### config.mk
export PLATFORM = sky130hd
export DESIGN_NAME = sdc_alu_pipe
export DESIGN_NICKNAME = d
export VERILOG_FILES = /design/src/rtl/sdc_alu_pkg.sv /design/src/rtl/sdc_alu_mac.sv /design/src/rtl/sdc_alu_pipe.sv
export SDC_FILE = /design/constraint.sdc
export NUM_CORES = 2
export LEC_CHECK = 0
export CORE_UTILIZATION = 35
export CTS_BUF_LIST = sky130_fd_sc_hd__clkbuf_2
export CTS_CLUSTER_SIZE = 25
export DETAILED_ROUTE_END_ITERATION = 7
export RECOVER_POWER = 25
export SYNTH_ARGS = -nofsm -noshare
export SYNTH_HDL_FRONTEND = slang
export SYNTH_HIERARCHICAL = 1
export SYNTH_SLANG_ARGS = --single-unit
### constraint.sdc
create_clock -name clk -period 12.15 [get_ports clk]
set_input_delay 3.645 -clock clk [delete_from_list [all_inputs] [get_ports clk]]
set_output_delay 3.645 -clock clk [all_outputs]
set_load 0.05 [all_outputs]
### src/rtl/sdc_alu_pkg.sv
// Shared opcode encoding and helpers for the SDC pipelined ALU.
// Latency: n/a (package only).
// Backpressure: n/a (package only).
package sdc_alu_pkg;

    localparam int ALU_FCN_W = 5;
    // Widest datapath the saturation helper can build a pattern for.
    localparam int SAT_MAX_W = 256;

    typedef enum logic [ALU_FCN_W-1:0] {
        FCN_NOT    = 5'b00000,
        FCN_OR     = 5'b00001,
        FCN_AND    = 5'b00010,
        FCN_XOR    = 5'b00011,
        FCN_ADD    = 5'b00100,
        FCN_SUB    = 5'b00101,
        FCN_ADC    = 5'b00110,
        FCN_SBC    = 5'b00111,
        FCN_SHL    = 5'b01000,
        FCN_SHR    = 5'b01001,
        FCN_SAR    = 5'b01010,
        FCN_MUL    = 5'b01011,
        FCN_MAC    = 5'b01100,
        FCN_ACCCLR = 5'b01101,
        FCN_ACCRD  = 5'b01110
    } alu_fcn_e;

    // Signed clamp value for a 'width'-bit result: 0x80..0 when the true
    // value is negative, 0x7F..F otherwise. Callers cast to their width.
    function automatic logic [SAT_MAX_W-1:0] sat_signed(input logic neg, input int unsigned width);
        logic [SAT_MAX_W-1:0] msb;
        msb = SAT_MAX_W'(1) << (width - 1);
        return neg ? msb : (msb - SAT_MAX_W'(1));
    endfunction

    function automatic logic is_legal_fcn(input logic [ALU_FCN_W-1:0] fcn);
        return fcn <= FCN_ACCRD;
    endfunction

endpackage

### src/rtl/sdc_alu_mac.sv
// Signed multiplier plus wide accumulator (clear / accumulate / read with optional saturation).
// Latency: results combinational from operands and current accumulator; accumulator updates on clk.
// Backpressure: none internally; the caller gates i_mac_en/i_clr_en with its pipeline advance.
// Ports: i_a/i_b operands, i_sat saturate read, o_mul_dat low product, o_mac_* accumulate result,
//        o_rd_* accumulator read.
module sdc_alu_mac
    import sdc_alu_pkg::*;
#(
    parameter int BIT_WIDTH = 32,
    parameter int ACC_GUARD = 8
) (
    input  logic                 clk,
    input  logic                 rst,
    input  logic                 i_mac_en,
    input  logic                 i_clr_en,
    input  logic                 i_sat,
    input  logic [BIT_WIDTH-1:0] i_a,
    input  logic [BIT_WIDTH-1:0] i_b,
    output logic [BIT_WIDTH-1:0] o_mul_dat,
    output logic [BIT_WIDTH-1:0] o_mac_dat,
    output logic                 o_mac_ovf,
    output logic [BIT_WIDTH-1:0] o_rd_dat,
    output logic                 o_rd_ovf
);

    localparam int ACC_WIDTH = 2 * BIT_WIDTH + ACC_GUARD;
    localparam int PROD_W    = 2 * BIT_WIDTH;

    logic signed [PROD_W-1:0] w_prod;
    logic [ACC_WIDTH-1:0]     w_acc_sum;
    logic [ACC_WIDTH-1:0]     r_acc;

    // A wide value fits the signed result range when every bit from the
    // result MSB upward is a copy of the sign.
    function automatic logic fits_w(input logic [ACC_WIDTH-BIT_WIDTH:0] hi);
        return (&hi) | ~(|hi);
    endfunction

    assign w_prod    = $signed(i_a) * $signed(i_b);
    assign w_acc_sum = r_acc + {{ACC_GUARD{w_prod[PROD_W-1]}}, w_prod};

    assign o_mul_dat = w_prod[BIT_WIDTH-1:0];
    assign o_mac_dat = w_acc_sum[BIT_WIDTH-1:0];
    assign o_mac_ovf = ~fits_w(w_acc_sum[ACC_WIDTH-1:BIT_WIDTH-1]);
    assign o_rd_ovf  = ~fits_w(r_acc[ACC_WIDTH-1:BIT_WIDTH-1]);
    assign o_rd_dat  = (i_sat && o_rd_ovf) ? BIT_WIDTH'(sat_signed(r_acc[ACC_WIDTH-1], BIT_WIDTH))
                                           : r_acc[BIT_WIDTH-1:0];

    always_ff @(posedge clk) begin
        if (rst) begin
            r_acc <= '0;
        end else if (i_clr_en) begin
            r_acc <= '0;
        end else if (i_mac_en) begin
            r_acc <= w_acc_sum;
        end
    end

endmodule

### src/rtl/sdc_alu_pipe.sv
// Two-stage pipelined DSP ALU: logic, carry-chained add/sub, shifts, saturation, signed MAC.
// Latency: 2 cycles accept -> alu_out_valid; 1 op/cycle throughput.
// Backpressure: alu_out_valid & !alu_out_ready freezes both stages and drops alu_in_ready combinationally.
// Ports: alu_in_* request side (valid/ready, operands, opcode, sat), alu_out_* result side with flags
//        alu_cr/zero/neg/ovf/err held in the output stage.
module sdc_alu_pipe
    import sdc_alu_pkg::*;
#(
    parameter int BIT_WIDTH = 32,
    parameter int ACC_GUARD = 8
) (
    input  logic                 clk,
    input  logic                 rst,
    input  logic                 alu_in_valid,
    output logic                 alu_in_ready,
    input  logic [BIT_WIDTH-1:0] alu_in1,
    input  logic [BIT_WIDTH-1:0] alu_in2,
    input  logic [ALU_FCN_W-1:0] alu_fcn,
    input  logic                 alu_sat,
    output logic                 alu_out_valid,
    input  logic                 alu_out_ready,
    output logic [BIT_WIDTH-1:0] alu_out,
    output logic                 alu_cr,
    output logic                 alu_zero,
    output logic                 alu_neg,
    output logic                 alu_ovf,
    output logic                 alu_err
);

    localparam int W = BIT_WIDTH;
    localparam logic [W-1:0] SH_LIM = W'(W);

    // Stage 1: registered request
    logic                 r_s1_vld;
    logic [W-1:0]         r_s1_a;
    logic [W-1:0]         r_s1_b;
    logic [ALU_FCN_W-1:0] r_s1_fcn;
    logic                 r_s1_sat;

    // Stage 2: result and flags, driving the outputs directly
    logic         r_s2_vld;
    logic [W-1:0] r_out;
    logic         r_cr, r_zero, r_neg, r_ovf, r_err;

    logic         w_adv, w_s2_load;
    logic         w_cin, w_sh_big;
    logic [W+1:0] w_s_sum, w_s_diff;
    logic [W-1:0] w_res, w_mul_dat, w_mac_dat, w_rd_dat;
    logic         w_mac_ovf, w_rd_ovf;
    logic         w_cr, w_zero, w_neg, w_ovf, w_err;

    function automatic logic fits_w(input logic [2:0] top3);
        return (&top3) | ~(|top3);
    endfunction

    assign w_adv        = ~(r_s2_vld & ~alu_out_ready);
    assign w_s2_load    = w_adv & r_s1_vld;
    assign alu_in_ready = w_adv;

    assign alu_out_valid = r_s2_vld;
    assign alu_out       = r_out;
    assign alu_cr        = r_cr;
    assign alu_zero      = r_zero;
    assign alu_neg       = r_neg;
    assign alu_ovf       = r_ovf;
    assign alu_err       = r_err;

    // r_cr is the carry of the op now in S2, i.e. the op just ahead of the
    // one in S1, so ADC/SBC chain without any forwarding.
    assign w_cin = ((r_s1_fcn == FCN_ADC) || (r_s1_fcn == FCN_SBC)) ? r_cr : 1'b0;

    // Two guard bits: the sum/difference plus carry-in cannot overflow W+2 bits.
    assign w_s_sum  = {{2{r_s1_a[W-1]}}, r_s1_a} + {{2{r_s1_b[W-1]}}, r_s1_b} + {{(W+1){1'b0}}, w_cin};
    assign w_s_diff = {{2{r_s1_a[W-1]}}, r_s1_a} - {{2{r_s1_b[W-1]}}, r_s1_b} - {{(W+1){1'b0}}, w_cin};
    assign w_sh_big = (r_s1_b >= SH_LIM);

    sdc_alu_mac #(
        .BIT_WIDTH (BIT_WIDTH),
        .ACC_GUARD (ACC_GUARD)
    ) u_mac (
        .clk       (clk),
        .rst       (rst),
        .i_mac_en  (w_s2_load && (r_s1_fcn == FCN_MAC)),
        .i_clr_en  (w_s2_load && (r_s1_fcn == FCN_ACCCLR)),
        .i_sat     (r_s1_sat),
        .i_a       (r_s1_a),
        .i_b       (r_s1_b),
        .o_mul_dat (w_mul_dat),
        .o_mac_dat (w_mac_dat),
        .o_mac_ovf (w_mac_ovf),
        .o_rd_dat  (w_rd_dat),
        .o_rd_ovf  (w_rd_ovf)
    );

    always_comb begin
        w_res = '0;
        w_cr  = 1'b0;
        w_ovf = 1'b0;
        w_err = ~is_legal_fcn(r_s1_fcn);
        case (r_s1_fcn)
            FCN_NOT: w_res = ~r_s1_a;
            FCN_OR:  w_res = r_s1_a | r_s1_b;
            FCN_AND: w_res = r_s1_a & r_s1_b;
            FCN_XOR: w_res = r_s1_a ^ r_s1_b;
            FCN_ADD, FCN_ADC: begin
                w_res = w_s_sum[W-1:0];
                // Unsigned carry-out recovered from the sign-extended sum bit W.
                w_cr  = w_s_sum[W] ^ r_s1_a[W-1] ^ r_s1_b[W-1];
                w_ovf = ~fits_w(w_s_sum[W+1:W-1]);
                if (r_s1_sat && w_ovf) w_res = W'(sat_signed(w_s_sum[W+1], W));
            end
            FCN_SUB, FCN_SBC: begin
                w_res = w_s_diff[W-1:0];
                // Same trick yields the unsigned borrow.
                w_cr  = w_s_diff[W] ^ r_s1_a[W-1] ^ r_s1_b[W-1];
                w_ovf = ~fits_w(w_s_diff[W+1:W-1]);
                if (r_s1_sat && w_ovf) w_res = W'(sat_signed(w_s_diff[W+1], W));
            end
            FCN_SHL: w_res = w_sh_big ? '0 : (r_s1_a << r_s1_b);
            FCN_SHR: w_res = w_sh_big ? '0 : (r_s1_a >> r_s1_b);
            FCN_SAR: w_res = w_sh_big ? {W{r_s1_a[W-1]}} : W'($signed(r_s1_a) >>> r_s1_b);
            FCN_MUL: w_res = w_mul_dat;
            FCN_MAC: begin
                w_res = w_mac_dat;
                w_ovf = w_mac_ovf;
            end
            FCN_ACCCLR: w_res = '0;
            FCN_ACCRD: begin
                w_res = w_rd_dat;
                w_ovf = w_rd_ovf;
            end
            default: ;
        endcase
        // Illegal ops report only err; zero is suppressed even though out is 0.
        w_zero = ~w_err & (w_res == '0);
        w_neg  = w_res[W-1];
    end

    always_ff @(posedge clk) begin
        if (rst) begin
            r_s1_vld <= 1'b0;
            r_s1_a   <= '0;
            r_s1_b   <= '0;
            r_s1_fcn <= '0;
            r_s1_sat <= 1'b0;
        end else if (w_adv) begin
            r_s1_vld <= alu_in_valid;
            r_s1_a   <= alu_in1;
            r_s1_b   <= alu_in2;
            r_s1_fcn <= alu_fcn;
            r_s1_sat <= alu_sat;
        end
    end

    // Flags only change when a real op enters S2; bubbles keep the old carry.
    always_ff @(posedge clk) begin
        if (rst) begin
            r_s2_vld <= 1'b0;
            r_out    <= '0;
            r_cr     <= 1'b0;
            r_zero   <= 1'b0;
            r_neg    <= 1'b0;
            r_ovf    <= 1'b0;
            r_err    <= 1'b0;
        end else if (w_adv) begin
            r_s2_vld <= r_s1_vld;
            if (r_s1_vld) begin
                r_out  <= w_res;
                r_cr   <= w_cr;
                r_zero <= w_zero;
                r_neg  <= w_neg;
                r_ovf  <= w_ovf;
                r_err  <= w_err;
            end
        end
    end

endmodule

==> results by group <==
Status
  – Status: finished, violations left
  – Failing checks: DRC, capacitance limit, slew limit

Global routing
  – First-pass GRT wire length: 355000 um
  – Most used routing layer in global routing: met2
  – Initial antenna violation count: 9
  – Vias in the first global route: 53900
  – Overall Global Routing Usage: 27.6%
  – Met1 usage: 35.8%
  – GRT met2 Usage: 44.6%
  – Grt met3 use: 4.48%
  – Pin count of the biggest net entering global routing: 73
  – Gr ovfl total: 0

Timing
  – Fin. Hold Viols: 0
  – Headroom to the max-slew limit: -159%
  – Max Clock Skew: 94.5 ps
  – Final WS setup: 401 ps
  – Hold slack: 491 ps
  – Slew at the pin closest to its max-slew limit: 3890 ps
  – F_max: 0.0851 GHz
  – Post-route minimum period: 11750 ps
  – Setup-failing EPs final: 0
  – Slew Limit Fails: 148
  – Setup_tns: 0 ps
  – Crit share post-route: 96.7%

Detailed routing
  – 1st-pass router iterations: 8
  – WL/cell: 25.7 um
  – DR vias: 52600
  – Routed Wire Length: 241000 um
  – Vias per std cell: 5.61
  – Initial drt markers: 5360
  – Antenna Violating Nets Remaining: 0
  – DRC viols: 2

Clock tree
  – Sinks on the clock net: 180
  – TritonCTS Buffers: 17
  – H-tree depth: 4
  – Latest clock arrival within the worst-skew pair: 1390 ps
  – CTS clk-pin slew, worst paths: 410 ps
  – CTS tree: built
  – Max clock buf depth: 2
  – Hold buffer count at CTS: 0
  – Root Buffer: clkbuf_2

Pwr
  – Logic pwr share: 94.7%
  – Psw: 12.5 mW
  – Int Power: 8.05 mW
  – Maximum vdd ir drop: 0.448 mV
  – Flop pwr share: 3.4%
  – Pwr Density: 318 nW/um^2
  – Lkg Pwr: 29.2 nW
  – Clock share of power: 1.9%
  – Pwr Total: 20.6 mW
  – Sw Share: 60.9%

Final layout
  – Share of post-route cells with drive strength above 1: 7.98%
  – FILL cells: 17400
  – Post-layout util: 38.1%
  – Finished Layout Cells: 9376
  – Layout area overhead: 8.12%
  – Final Cell Area: 64700 um^2
  – Fin nets: 8689

Setup path
  – WS Path Type: reg2reg
  – Critical path endpoint category: flop
  – Cell mode on critical path: fa_1
  – Crit path DAT: 13000 ps
  – Crit-path max FO: 14
  – Largest stage delay on the critical path: 570 ps
  – CP required: 13400 ps
  – Slowest cell on crit path: fa_1
  – CP startpoint kind: flop

Synthesis
  – Most used DFF post-synth: dfxtp_1
  – Cells after Synth: 7205
  – Post-synthesis cell area: 59900 um^2
  – FF+latch count, synth: 180
  – Seq/Total Area, Yosys: 6.02%
  – Ys async rst share: 0%
  – Netlist cell types: 111
  – Post-synth EDFFs: 0
  – Post-Syn Area per Cell: 8.31 um^2
  – YS warnings: 6
  – Mapped Nets: 8751

Place
  – IO Port Bufs: 112
  – Pre-CTS setup slack: -265 ps
  – Placer congestion estimate: 1.04
  – Placed Instances: 9324
  – DP Wirelength: 195000 um
  – Post-DP Area: 63900 um^2

Floorplanning
  – Site row count: 151
  – Starting Density: 35.3%
  – Io pins: 113
  – Die ar.: 173000 um^2
  – CORE AREA: 170000 um^2
  – Die W: 416 um
  – Die height: 416 um

Run
  – Max Cap Viol: 3

Min path
  – Min-delay worst type: reg2reg
## routing by layer
metal / vias up / wire, um
li1: 23000 / -
met1: 26900 / 98100
met2: 2211 / 112000
met3: 475 / 17600
met4: 4 / 13600
met5: - / 21
## power groups by stage
stage | Clock [mW] | Sequential [mW] | Combinational [mW]
after floorplan | 0 | 0.699 | 13.5
after global placement | 0 | 0.718 | 18.6
after detailed placement | 0 | 0.719 | 18.7
after CTS | 0.411 | 0.709 | 18.9
after global routing | 0.428 | 0.709 | 21.4
final | 0.397 | 0.705 | 19.5
## area by class of cell
| class | instances | area, um^2 | area share [%] |
|---|---|---|---|
| antenna | 2 | 5.00 | 0.00773 |
| clock buffer | 18 | 90.1 | 0.139 |
| clock inverter | 14 | 140 | 0.217 |
| inverter | 1126 | 4230 | 6.54 |
| multi-input combinational | 5417 | 50300 | 77.7 |
| sequential | 180 | 3740 | 5.78 |
| tap | 2218 | 2780 | 4.29 |
| timing repair buffer | 401 | 3470 | 5.36 |
## timing repair
| action | in CTS | in global routing |
|---|---|---|
| resized for setup | 9 | 80 |
| setup buffers | 0 | 18 |
| setup endpoints to repair | 2 | 2 |
| pin swaps | 0 | 7 |
## final timing paths
check | from | endpoint | slack [ps] | depth (start not counted)
min reg2reg | alu_out[21]$_SDFFE_PP0P_ | alu_out[21]$_SDFFE_PP0P_ | 490 | 2
min | alu_out[21]$_SDFFE_PP0P_ | alu_out[21]$_SDFFE_PP0P_ | 490 | 2
max reg2reg | r_s1_b[2]$_SDFFE_PP0N_ | alu_ovf$_SDFFE_PP0P_ | 400 | 46
max | r_s1_b[2]$_SDFFE_PP0N_ | alu_ovf$_SDFFE_PP0P_ | 400 | 46
## cells in the mapped netlist (all sizes together) (20+ instances only)
cell type  number  area, um^2
xor2           64         561
nand4          79         500
o31ai          27         221
mux4           61        1370
a21o           99         744
nand2        1041        3910
a21boi         20         150
a221oi         41         365
nand2b         40         250
fa           1087       21800
nor4           43         303
and3           35         219
buf           128         733
nor2b          25         156
o211ai         43         323
a22oi          20         150
clkbuf        354        1330
nor2          396        1490
nor3           81         415
nand3          91         455
mux2i          95         951
and2          449        2810
o21ai         216        1090
xnor2         126        1120
o22ai          21         138
a21oi         400        2010
a31oi          40         250
a211oi         62         513
dfxtp         180        3600
o21a           31         233
ha            385        4820
o21bai         35         263
inv          1124        4220
## state kept, by name (all words and copies together) (netlist names)
| signal | cells |
|---|---|
| alu_err | 1 |
| alu_cr | 1 |
| r_s1_fcn | 5 |
| alu_out_valid | 1 |
| r_s1_vld | 1 |
| r_s1_b | 32 |
| alu_ovf | 1 |
| r_s1_sat | 1 |
| alu_out | 32 |
| u_mac/r_acc | 72 |
| alu_zero | 1 |
| r_s1_a | 32 |
## cell families (layout without fill, tap and decap cells)
kind of cell    count (synthesis)  count (layout)  synth area share (%)
simple gates                 2360            2360                  18.6
buf+inv                      1608            1559                  10.5
fa+ha+maj                    1472            1472                  44.4
compound gates               1219            1219                  13.4
xor+xnor                      191             191                  2.84
flops                         180             180                  6.02
mux                           175             175                  4.24
other cells                     0               2                     0
## critical path: cells and delay by family (launching register included)
family	cells	cell delay, ps
flip-flops	1	530
adder cells (fa/ha/maj)	10	4360
AND/OR/NAND/NOR	14	2780
XOR/XNOR	2	300
AO/OA/AOI/OAI	12	2510
buffers and inverters	8	1130
## layout by cell type (no fill, tap or decap), types with 31 or more instances in the layout
cell type and instances:
and3_1 35, o21ai_0 198, mux4_2 61, a211oi_1 51
nor3_1 73, a221oi_1 39, o211ai_1 43, and2_1 447
dfxtp_1 128, nand4_1 78, nor2_1 391, nand2_1 1041
mux2i_1 95, ha_1 382, inv_1 1120, o21a_1 31
a21o_1 98, fa_1 1084, a21oi_1 395, xnor2_1 119
xor2_1 63, buf_4 270, nand3_1 91, a31oi_1 36
clkdlybuf4s50_1 110, nand2b_1 40, o21bai_1 34, nor4_1 35
No activity file was read; power rests on OpenSTA's default activity.
